### src/rtl/multicycle_control.sv
// rtl/multicycle_control.sv - Moore control FSM for the multicycle datapath.
// Optional bne support is enabled by defining BNE_EN.

module multicycle_control (
  input  logic       iCLK,
  input  logic       iRST_n,
  input  logic [5:0] iOpcode,
  input  logic [5:0] iFunct,
  input  logic       iZero,
  output logic       oPCEn,
  output logic       oIorD,
  output logic       oMemRead,
  output logic       oMemWrite,
  output logic       oIRWrite,
  output logic       oRegDst,
  output logic       oMemtoReg,
  output logic       oRegWrite,
  output logic       oALUSrcA,
  output logic [1:0] oALUSrcB,
  output logic [3:0] oALUControl,
  output logic [1:0] oPCSource,
  output logic       oIllegal,
  output logic [3:0] oState
);

  typedef enum logic [3:0] {
    FETCH  = 4'd0,
    DECODE = 4'd1,
    MEMADR = 4'd2,
    MEMRD  = 4'd3,
    MEMWB  = 4'd4,
    MEMWR  = 4'd5,
    RTEXEC = 4'd6,
    RTWB   = 4'd7,
    BRANCH = 4'd8,
    JUMP   = 4'd9,
    ADDIEX = 4'd10,
    ADDIWB = 4'd11
  } state_t;

  localparam logic [5:0] OP_RTYPE = 6'b000000;
  localparam logic [5:0] OP_LW    = 6'b100011;
  localparam logic [5:0] OP_SW    = 6'b101011;
  localparam logic [5:0] OP_BEQ   = 6'b000100;
  localparam logic [5:0] OP_JUMP  = 6'b000010;
  localparam logic [5:0] OP_ADDI  = 6'b001000;
`ifdef BNE_EN
  localparam logic [5:0] OP_BNE   = 6'b000101;
`endif

  localparam logic [3:0] ALU_AND = 4'b0000;
  localparam logic [3:0] ALU_OR  = 4'b0001;
  localparam logic [3:0] ALU_ADD = 4'b0010;
  localparam logic [3:0] ALU_SUB = 4'b0110;
  localparam logic [3:0] ALU_SLT = 4'b0111;

  state_t state;
  state_t nextState;
  logic   functOk;
  logic [3:0] functAlu;

  always_ff @(posedge iCLK or negedge iRST_n) begin
    if (!iRST_n) state <= FETCH;
    else         state <= nextState;
  end

  always_comb begin
    functOk  = 1'b1;
    functAlu = ALU_AND;
    case (iFunct)
      6'b100000: functAlu = ALU_ADD;
      6'b100010: functAlu = ALU_SUB;
      6'b100100: functAlu = ALU_AND;
      6'b100101: functAlu = ALU_OR;
      6'b101010: functAlu = ALU_SLT;
      default:   functOk  = 1'b0;
    endcase
  end

  assign oState = state;

  // Outputs are gated by iRST_n so nothing strobes while reset is held.
  always_comb begin
    nextState   = FETCH;
    oPCEn       = 1'b0;
    oIorD       = 1'b0;
    oMemRead    = 1'b0;
    oMemWrite   = 1'b0;
    oIRWrite    = 1'b0;
    oRegDst     = 1'b0;
    oMemtoReg   = 1'b0;
    oRegWrite   = 1'b0;
    oALUSrcA    = 1'b0;
    oALUSrcB    = 2'b00;
    oALUControl = ALU_AND;
    oPCSource   = 2'b00;
    oIllegal    = 1'b0;
    if (iRST_n) begin
      case (state)
        FETCH: begin
          oMemRead    = 1'b1;
          oIRWrite    = 1'b1;
          oALUSrcB    = 2'b01;
          oALUControl = ALU_ADD;
          oPCEn       = 1'b1;
          nextState   = DECODE;
        end
        DECODE: begin
          oALUSrcB    = 2'b11;
          oALUControl = ALU_ADD;
          case (iOpcode)
            OP_RTYPE: begin
              if (functOk) nextState = RTEXEC;
              else         oIllegal  = 1'b1;
            end
            OP_LW, OP_SW: nextState = MEMADR;
            OP_BEQ:       nextState = BRANCH;
`ifdef BNE_EN
            OP_BNE:       nextState = BRANCH;
`endif
            OP_JUMP:      nextState = JUMP;
            OP_ADDI:      nextState = ADDIEX;
            default:      oIllegal  = 1'b1;
          endcase
        end
        MEMADR: begin
          oALUSrcA    = 1'b1;
          oALUSrcB    = 2'b10;
          oALUControl = ALU_ADD;
          nextState   = (iOpcode == OP_LW) ? MEMRD : MEMWR;
        end
        MEMRD: begin
          oIorD     = 1'b1;
          oMemRead  = 1'b1;
          nextState = MEMWB;
        end
        MEMWB: begin
          oMemtoReg = 1'b1;
          oRegWrite = 1'b1;
        end
        MEMWR: begin
          oIorD     = 1'b1;
          oMemWrite = 1'b1;
        end
        RTEXEC: begin
          oALUSrcA    = 1'b1;
          oALUControl = functAlu;
          nextState   = RTWB;
        end
        RTWB: begin
          oRegDst   = 1'b1;
          oRegWrite = 1'b1;
        end
        BRANCH: begin
          oALUSrcA    = 1'b1;
          oALUControl = ALU_SUB;
          oPCSource   = 2'b01;
`ifdef BNE_EN
          oPCEn       = (iOpcode == OP_BNE) ? ~iZero : iZero;
`else
          oPCEn       = iZero;
`endif
        end
        JUMP: begin
          oPCSource = 2'b10;
          oPCEn     = 1'b1;
        end
        ADDIEX: begin
          oALUSrcA    = 1'b1;
          oALUSrcB    = 2'b10;
          oALUControl = ALU_ADD;
          nextState   = ADDIWB;
        end
        ADDIWB: begin
          oRegWrite = 1'b1;
        end
        default: nextState = FETCH;
      endcase
    end
  end

endmodule

### config.mk
export PLATFORM = sky130hd
export DESIGN_NAME = multicycle_control
export DESIGN_NICKNAME = d
export VERILOG_FILES = /design/src/rtl/multicycle_control.sv
export SDC_FILE = /design/constraint.sdc
export NUM_CORES = 1
export LEC_CHECK = 0
export BUFFER_PORTS_ARGS = -buffer_cell sky130_fd_sc_hd__buf_2
export CORE_MARGIN = 3
export CORE_UTILIZATION = 30
export DETAILED_ROUTE_END_ITERATION = 8
export PLACE_DENSITY = 0.63
export SYNTH_ARGS = -nofsm -noshare
export SYNTH_HDL_FRONTEND = slang
export SYNTH_SLANG_ARGS = --single-unit
### constraint.sdc
create_clock -name iCLK -period 1.9 [get_ports iCLK]
set_input_delay 0.19 -clock iCLK [delete_from_list [all_inputs] [get_ports iCLK]]
set_output_delay 0.19 -clock iCLK [all_outputs]
set_load 0.02 [all_outputs]
==> summary.md, run 1 <==
| Metric | Value |
|---|---|
| Outcome | finished clean |
| Share of cells above drive strength 1 | 44.4% |
| Fill cells | 219 |
| Top-area cell type share of the netlist area | 15.1% |
| Synthesized netlist cell count | 97 |
| Syn_area_per_cell | 6.84 um^2 |
| Yosys cell types | 39 |
| Post-synth design cell area | 663 um^2 |
| Vias | 849 |
| Post-synth EDFFs | 0 |
| Critical Path Max Stage Delay | 0.43 ns |
| Max reg flops | 4 |
| Leak Pwr | 0.435 nW |
| Die Height | 53.0 um |
| Cts bufs inserted | 3 |
| DRT Pass-1 Iters | 4 |
| Register area | 101 um^2 |
| Clk pin slew, worst setup/hold paths | 0.04 ns |
| Internal | 0.208 mW |
| Detailed Route WL | 2190 um |
| R2r worst-path depth | 4 |
| Startpoint types | register |
| Placer congestion estimate | 0.816 |
| Max cap viols | 0 |
| 1st-iter DRT viols | 8 |
| Min-delay src | iOpcode[1] |
| Clock share of power | 32.8% |
| Critical Path RT | 1.71 ns |
| Initial core utilization | 32.8% |
| First-pass GRT wire length | 3620 um |
| Post-DR wirelength/cell | 13.5 um |
| Hold path depth | 3 |
| P_sw | 0.110 mW |
| # port buffers | 35 |
| Ant. Diodes | 0 |
| WP depth | 4 |
| Period utilisation layout | 95.5% |
| Vias per inst | 5.24 |
| H-tree lvl count | 1 |
| Final Cell Area | 951 um^2 |
| Die Wd | 53.0 um |
| Sequential power share | 28.0% |
| GRT overflow | 0 |
| Mapped Nets | 112 |
| Post-DP HPWL | 1670 um |
| Final Setup Violations | 0 |
| Antenna Nets Post-Route | 0 |
| P&R area growth vs syn | 43.4% |
| Vias in the first global route | 798 |
| # IOs | 37 |
| Most frequent cell after synthesis | nor2_1 |
| Die area | 2810 um^2 |
| # DRC | 0 |
| Prevailing post-synth register cell | dfrtp_1 |
| Crit-path cells | or3b_4 -> a211oi_1 -> nor3b_2 -> buf_2 |
| Largest net degree at the start of global routing | 15 |
| Slowest CP cell | or3b_4 |
| RR Startpoint | oState[3]$_DFF_PN0_ |
| Crit Path Class | reg2out |
| Post-synthesis sequential area ratio | 15.1% |
| Period minus WS final | 1.82 ns |
| Max clock buf depth | 2 |
| Placed cell area | 881 um^2 |
| Multi-input logic area | 567 um^2 |
| Row Count | 16 |
| Clock latency on the worst-skew pair | 0.23 ns |
| Synth cell count leaders | nor2_1, a21oi_1, nand2_1, nand2b_1 |
| Final hold vios | 0 |
| CP bufs+invs | 1 |
| Switch share | 34.6% |
| Final Max Tran Viols | 0 |
| Crit Path Max Fanout | 5 |
| CTS tree | done |
| TNS Setup | 0 ns |
| CP endpoint kind | primary output |
| Clock Skew | 0.000966 ns |
| Initial antenna violation count | 0 |
| Total GRT Usage | 17.4% |
| Register bit total from synthesis | 4 |
| CTS root buf | clkbuf_4 |
| Ys Warns | 0 |
| Area leader, netlist | dfrtp_1 |
| # clock sinks | 4 |
| Max Clock Freq | 551 MHz |
| Hold WC Path Type | in2reg |
| Combinational Power Share | 39.1% |
| Peak VDD IR | 444 uV |
| Core box area | 2020 um^2 |
| Synth area leaders | dfrtp_1, nand2b_1, a21oi_1 |
| Critical path launch point | oState[3]$_DFF_PN0_ |
| Critical path data arrival time | 1.63 ns |
| Final layout net count | 152 |
| Top Family by Delay on Critical Path | simple AND/OR/NAND/NOR gates |
| Ys async rst share | 100% |
| Pwr dens | 334 nW/um^2 |
worst paths after layout:
path | endpoint | slack [ns]
hold / removal | oState[0]$_DFF_PN0_ | 0.32
setup reg to reg | oState[0]$_DFF_PN0_ | 0.42
setup / recovery | oIllegal | 0.08
hold reg to reg | oState[1]$_DFF_PN0_ | 0.74
max in group asynchronous | oState[1]$_DFF_PN0_ | 1.22
min in group asynchronous | oState[2]$_DFF_PN0_ | 0.49
cell usage in the layout, fill, tap and decap left out, types with 3 or more instances in the layout:
master / synthesis / final
nor3_1: 4 / 4
buf_4: 1 / 5
nor2_1: 11 / 11
buf_2: 3 / 35
a21oi_1: 9 / 9
dfrtp_1: 4 / 3
nand2_1: 9 / 9
clkbuf_4: 0 / 3
o21ai_0: 3 / 3
nor4_1: 5 / 3
nand2b_1: 9 / 7
or2_2: 5 / 4
layer usage:
metal / vias to the layer above / global-route usage [%] / wire length (um)
met3: 4 / 4.23 / 116
li1: 424 / - / -
met4: 0 / 6.81 / 35
met5: - / 0 / 0
met2: 29 / 27.7 / 1070
met1: 392 / 22.2 / 971
power groups by stage:
stage | sequential (mW) | combinational [mW] | clock, mW
6_report | 0.0890 | 0.124 | 0.104
5_1_grt | 0.0894 | 0.137 | 0.115
3_5_place_dp | 0.0900 | 0.118 | 0
3_3_place_gp | 0.0899 | 0.117 | 0
2_1_floorplan | 0.0922 | 0.0660 | 0
4_1_cts | 0.0890 | 0.120 | 0.109
kinds of logic (layout without fill, tap and decap cells):
family	count (synthesis)	in the layout	synth area share, %
xor+xnor	3	3	3.96
fa+ha+maj	1	1	1.51
flops	4	4	15.1
compound gates	22	22	20.0
mux	1	1	1.70
other cells	1	1	0.565
buf+inv	7	45	5.09
simple gates	58	58	52.1
layout make-up:
type | instances | area share [%]
flip-flops and latches | 4 | 10.7
inverters | 1 | 0.395
well taps | 27 | 3.55
multi-input cells | 86 | 59.6
repair buffers | 41 | 23.4
clock buffers | 3 | 2.37
stage by stage:
stage	hold WS [ns]	cells	setup WS, ns	util [%]	power (mW)
5_1_grt	0.343	162	-0.0132	47.0	0.341
3_3_place_gp	0.111	158	0.264	43.6	0.207
3_5_place_dp	0.115	158	0.260	43.6	0.208
6_report	0.316	162	0.0850	47.0	0.318
2_1_floorplan	-0.106	97	0.0245	-	0.158
4_1_cts	0.312	162	0.00264	45.2	0.318
timing repair:
action                     CTS  global route
setup endpoints to repair    0             5
buffers inserted             0             0
hold endpoints to repair     4             0
hold buffers                 1             0
resized for setup            0            10
worst min-delay path: stages:
cell and delay (ns):
buf_2 0.14, nand2_1 0.08, o32ai_1 0.09
Power figures use the tool's default switching activity.
==> inputs of run 2 (changes only) <==
- ABC_AREA: not set -> 1
- PLACE_DENSITY: 0.63 -> 0.66
==> run 2 against run 1 <==
Net effect:
- utilization shrank 1.1 points
- power shrank 2.4%
- register-to-register slack gained 0.29 ns
- clock skew grew 0.0070 ns
- largest cell class unchanged
- highest routed layer is now met3
==> summary.md, run 2 <==
| Metric | Value |
|---|---|
| Met1 usage | 15.9% |
| TNS Setup | 0 ns |
| Ant. Diodes | 0 |
| Post-Layout Cell Count | 178 |
| Top-area cell type share of the netlist area | 16.5% |
| Crit Path Class | reg2out |
| Vias | 836 |
| Core box area | 1820 um^2 |
| Max Clock Freq | 589 MHz |
| Crit Path Max Fanout | 5 |
| Leak Pwr | 0.501 nW |
| P&R area growth vs syn | 37.4% |
| Post-CTS Setup Bufs | 0 |
| Max clock buf depth | 2 |
| Yosys cell types | 22 |
| Period minus WS final | 1.70 ns |
| CP endpoint kind | primary output |
| GRT busiest layer | met2 |
| Ys async rst share | 100% |
| Most frequent cells in the layout | buf_2, nor2_1, nand2_1, inv_1, a21oi_1 |
| Post-synthesis sequential area ratio | 16.5% |
| Final hold vios | 0 |
| Cell repeated most along the worst path | nor2_1 |
| Met3 usage | 4.66% |
| Most frequent cell after synthesis | nor2_1 |
| Critical Path Max Stage Delay | 0.44 ns |
| Placer congestion estimate | 0.890 |
| Die Height | 51.0 um |
| Max cap viols | 0 |
| Die Wd | 51.0 um |
| Vias per inst | 4.70 |
| # clock sinks | 4 |
| Largest net degree at the start of global routing | 15 |
| Critical path data arrival time | 1.51 ns |
| Crit-path cells | nor2_2 -> nand2_1 -> nor2_1 -> nand3_1 -> nor2_1 -> buf_2 |
| Clk pin slew, worst setup/hold paths | 0.04 ns |
| Clock Skew | 0.00795 ns |
| Area leader, netlist | dfrtp_1 |
| Post-synth EDFFs | 0 |
| Total power | 0.310 mW |
| # IOs | 37 |
| Met2 global-route usage | 27.5% |
| Peak VDD IR | 209 uV |
| Die area | 2600 um^2 |
| Final layout net count | 170 |
| Ys Warns | 0 |
| Hold WC Path Type | in2async |
| # port buffers | 35 |
| CTS tree | done |
| Detailed Route WL | 1850 um |
| Worst hold margin | 0.401 ns |
| Period utilisation layout | 89.3% |
| Final Setup Violations | 0 |
| Mapped Nets | 131 |
| Placed Cells incl. Taps | 174 |
| Total GRT Usage | 14.6% |
| Register bit total from synthesis | 4 |
| Placed cell area | 803 um^2 |
| Leading cell type in the layout, fill and taps excluded | buf_2 |
| Initial antenna violation count | 0 |
| Pwr dens | 371 nW/um^2 |
| Clock latency on the worst-skew pair | 0.24 ns |
| Post-synth design cell area | 608 um^2 |
| Critical Path RT | 1.71 ns |
| CTS root buf | clkbuf_4 |
| # resized after CTS | 0 |
| Final Max Tran Viols | 0 |
| Max reg flops | 4 |
| Antenna Nets Post-Route | 0 |
| RSZ-0062 raised after global routing | false |
| 1st-iter DRT viols | 24 |
| Final Cell Area | 836 um^2 |
| Row Count | 15 |
| GRT overflow | 0 |
| Synth area leaders | dfrtp_1, nor2_1, nand2_1 |
| Prevailing post-synth register cell | dfrtp_1 |
| Vias in the first global route | 758 |
| Slowest CP cell | dfrtp_1 |
| First-pass GRT wire length | 3000 um |
| Syn_area_per_cell | 5.24 um^2 |
| Synth cell count leaders | nor2_1, nand2_1, inv_1, a21oi_1, nand3_1 |
| Post-DR wirelength/cell | 10.4 um |
| Share of cells above drive strength 1 | 33.3% |
| H-tree lvl count | 1 |
| DRT Pass-1 Iters | 4 |
| Initial core utilization | 33.4% |
| # DRC | 0 |
| Outcome | finished clean |
| Post-DP HPWL | 1580 um |
| Startpoint types | register |
| Cts bufs inserted | 3 |
| Synthesized netlist cell count | 116 |
run 2: power breakdown:
| group | leakage, nW | internal (mW) | switching [mW] |
|---|---|---|---|
| Sequential | 0.0544 | 0.0878 | 0.00394 |
| Clock | 0.0138 | 0.0707 | 0.0364 |
| Combinational | 0.433 | 0.0385 | 0.0727 |
| Total | 0.501 | 0.197 | 0.113 |
run 2: through the flow:
step | setup WS [ns] | util, %
2_1_floorplan | 0.190 | -
3_5_place_dp | 0.461 | 44.1
4_1_cts | 0.203 | 45.9
6_report | 0.203 | 45.9
3_3_place_gp | 0.472 | 44.1
5_1_grt | 0.104 | 45.9
run 2: area by class of cell:
| class | count | area, um^2 |
|---|---|---|
| tap | 25 | 31.3 |
| clock buffer | 3 | 22.5 |
| inverter | 24 | 91.3 |
| sequential | 4 | 100 |
| timing repair buffer | 36 | 185 |
| multi-input combinational | 86 | 405 |
| fill | 218 | 985 |
run 2: final timing paths:
kind / slack (ns) / startpoint / cells after the start / end
min: 0.40 / iRST_n / 2 / oState[1]$_DFF_PN0_
max reg2reg: 0.71 / oState[2]$_DFF_PN0_ / 5 / oState[2]$_DFF_PN0_
max in group asynchronous: 1.32 / iRST_n / 2 / oState[3]$_DFF_PN0_
min in group iCLK: 0.40 / iOpcode[3] / 6 / oState[2]$_DFF_PN0_
min reg2reg: 0.70 / oState[3]$_DFF_PN0_ / 3 / oState[2]$_DFF_PN0_
max: 0.20 / oState[2]$_DFF_PN0_ / 6 / oIllegal
run 2: what timing repair did:
action | in CTS | in global routing
setup endpoints to repair | 0 | 0
endpoints found under the hold margin | 4 | 0
hold buffers | 1 | 0
run 2: logic make-up after synthesis:
| family | share of synthesized area, % |
|---|---|
| compound gates | 13.0 |
| other cells | 0.617 |
| simple gates | 53.1 |
| flops | 16.5 |
| buf+inv | 16.9 |
run 2: layer usage:
layer	share of wire (%)	wire, um
met5	0	0
met4	0	0
met3	8.5	157
met2	50	925
met1	41	766
run 2: critical path: cells and delay by family (launching register included):
family | cells | cell delay (ns)
simple gates | 5 | 0.67
buf+inv | 1 | 0.17
flops | 1 | 0.44
==> inputs of run 3 (changes only) <==
- CELL_PAD_IN_SITES_DETAIL_PLACEMENT: not set -> 2
- CELL_PAD_IN_SITES_GLOBAL_PLACEMENT: not set -> 2
- CORE_ASPECT_RATIO: not set -> 2
- CORE_UTILIZATION: 30 -> 18
- PLACE_DENSITY: 0.66 -> 0.83
- SLEW_MARGIN: not set -> 30
==> run 3 against run 2 <==
Net effect:
- flip-flop and latch count unchanged
- power increased by 28%
- clock skew decreased by 0.0059 ns
- fmax decreased by 1.1%
- clock power increased by 72%
- register-to-register slack got worse by 0.14 ns
- critical path type unchanged
- critical endpoint is now oALUControl[1]
- largest power group is now clock
- highest routed layer is now met4
==> summary.md, run 3 (synthesized netlist as in run 2, its figures left out) <==
| Metric | Value |
|---|---|
| Outcome | finished clean |
| Period minus WS final | 1.72 ns |
| Final Setup Violations | 0 |
| Largest net degree at the start of global routing | 15 |
| H-tree lvl count | 1 |
| Wire length on met3 | 100 um |
| Period utilisation layout | 90.3% |
| CTS root buf | clkbuf_8 |
| Critical path launch point | oState[1]$_DFF_PN0_ |
| Max clock buf depth | 2 |
| Vias per inst | 5.01 |
| Critical Path Sink | oALUControl[1] |
| P&R area growth vs syn | 42.6% |
| R2R Setup Slk | 0.57 ns |
| Total GRT Usage | 14.5% |
| RR Startpoint | oState[1]$_DFF_PN0_ |
| Pwr dens | 457 nW/um^2 |
| Die Height | 88.2 um |
| Cts bufs inserted | 3 |
| Post-DP HPWL | 2340 um |
| Final WS setup | 0.183 ns |
| Hold path depth | 6 |
| # port buffers | 35 |
| GRT overflow | 0 |
| Clock Skew | 0.00209 ns |
| Highest routed layer | met4 |
| Post-DR wirelength/cell | 15.0 um |
| Fill cells | 420 |
| Crit Path Max Fanout | 6 |
| Max cap viols | 0 |
| # IOs | 37 |
| Clock latency on the worst-skew pair | 0.22 ns |
| Vias in the first global route | 1011 |
| Crit Path Class | reg2out |
| Vias | 922 |
| Leading cell type in the layout, fill and taps excluded | buf_2 |
| Die Wd | 47.1 um |
| Antenna Nets Post-Route | 0 |
| # DRC | 0 |
| Startpoint types | register |
| Placer congestion estimate | 0.756 |
| Share of cells above drive strength 1 | 33.3% |
| Ant. Diodes | 0 |
| Core box area | 3190 um^2 |
| First-pass GRT wire length | 4330 um |
| TNS Setup | 0 ns |
| Critical Path RT | 1.71 ns |
| CTS tree | done |
| DRT Pass-1 Iters | 4 |
| Final layout net count | 170 |
| Initial core utilization | 19.0% |
| Leak Pwr | 0.511 nW |
| Hold WC Path Type | in2reg |
| Most frequent cells in the layout | buf_2, nor2_1, nand2_1, inv_1, a21oi_1 |
| R2r worst-path depth | 6 |
| Clk pin slew, worst setup/hold paths | 0.03 ns |
| Worst slack, placed | 0.340 ns |
| Worst reg2reg path endpoint | oState[1]$_DFF_PN0_ |
| Peak VDD IR | 290 uV |
| 1st-iter DRT viols | 13 |
| Initial antenna violation count | 0 |
| RSZ-0062 raised after global routing | false |
| Register area | 100 um^2 |
| Wire length on met2 | 1660 um |
| Final hold vios | 0 |
| Max Clock Freq | 583 MHz |
| Multi-input logic area | 410 um^2 |
| Final Max Tran Viols | 0 |
| CP endpoint kind | primary output |
| Max reg flops | 4 |
| Critical path data arrival time | 1.53 ns |
| Die area | 4150 um^2 |
| Detailed Route WL | 2760 um |
| DRT met1 WL | 894 um |
| # clock sinks | 4 |
| Row Count | 29 |
| Worst hold margin | 0.422 ns |
run 3: cell count changes in the layout (fill, tap and decap cells not counted):
cell / before / now
clkbuf_8: 0 / 3
clkbuf_4: 3 / 0
nor2_2: 3 / 2
nor2_4: 2 / 3
run 3: worst min path at each step:
stage,slack (ns),endpoint,start
2_1_floorplan,-0.11,oState[0]$_DFF_PN0_,iRST_n
3_3_place_gp,0.04,oState[1]$_DFF_PN0_,iRST_n
3_5_place_dp,0.05,oState[1]$_DFF_PN0_,iRST_n
4_1_cts,0.42,oState[2]$_DFF_PN0_,iOpcode[4]
5_1_grt,0.48,oState[3]$_DFF_PN0_,iRST_n
6_report,0.42,oState[2]$_DFF_PN0_,iOpcode[4]
run 3: per-layer routing:
layer	GRT usage, %	vias to the layer above
met5	0	-
met4	7.05	0
met3	2.67	12
met2	28.4	28
met1	12.6	444
li1	-	438
run 3: final cells by class:
cell class / count / share of cell area (%)
repair buffers: 36 / 21.4
multi-input cells: 86 / 47.3
flip-flops and latches: 4 / 11.5
well taps: 31 / 4.47
clock buffers: 3 / 4.76
inverters: 24 / 10.5
run 3: worst max-delay path, stage by stage (launching register included):
cell and delay [ns]:
dfrtp_1 0.42, inv_2 0.08, nor2_4 0.15, inv_2 0.08
nor2_4 0.14, nand3_1 0.09, a21oi_1 0.16, buf_2 0.19
run 3: what timing repair did:
| item | in CTS | in global routing |
|---|---|---|
| hold buffers | 1 | 0 |
| endpoints found under the hold margin | 4 | 0 |
| resized for setup | 0 | 1 |
| setup endpoints to repair | 0 | 1 |
| setup buffers | 0 | 0 |
run 3: report_power, final:
part	internal, mW	switching (mW)
combinational	0.0386	0.0816
clock	0.135	0.0487
sequential	0.0879	0.00409
run 3: through the flow:
| step | area (um^2) | util, % | total power [mW] | std cells |
|---|---|---|---|---|
| after floorplan | 608 | - | 0.162 | 116 |
| after global placement | 811 | 25.4 | 0.206 | 180 |
| after detailed placement | 811 | 25.4 | 0.211 | 180 |
| after CTS | 862 | 27.0 | 0.402 | 184 |
| after global routing | 867 | 27.2 | 0.420 | 184 |
| final | 867 | 27.2 | 0.396 | 184 |
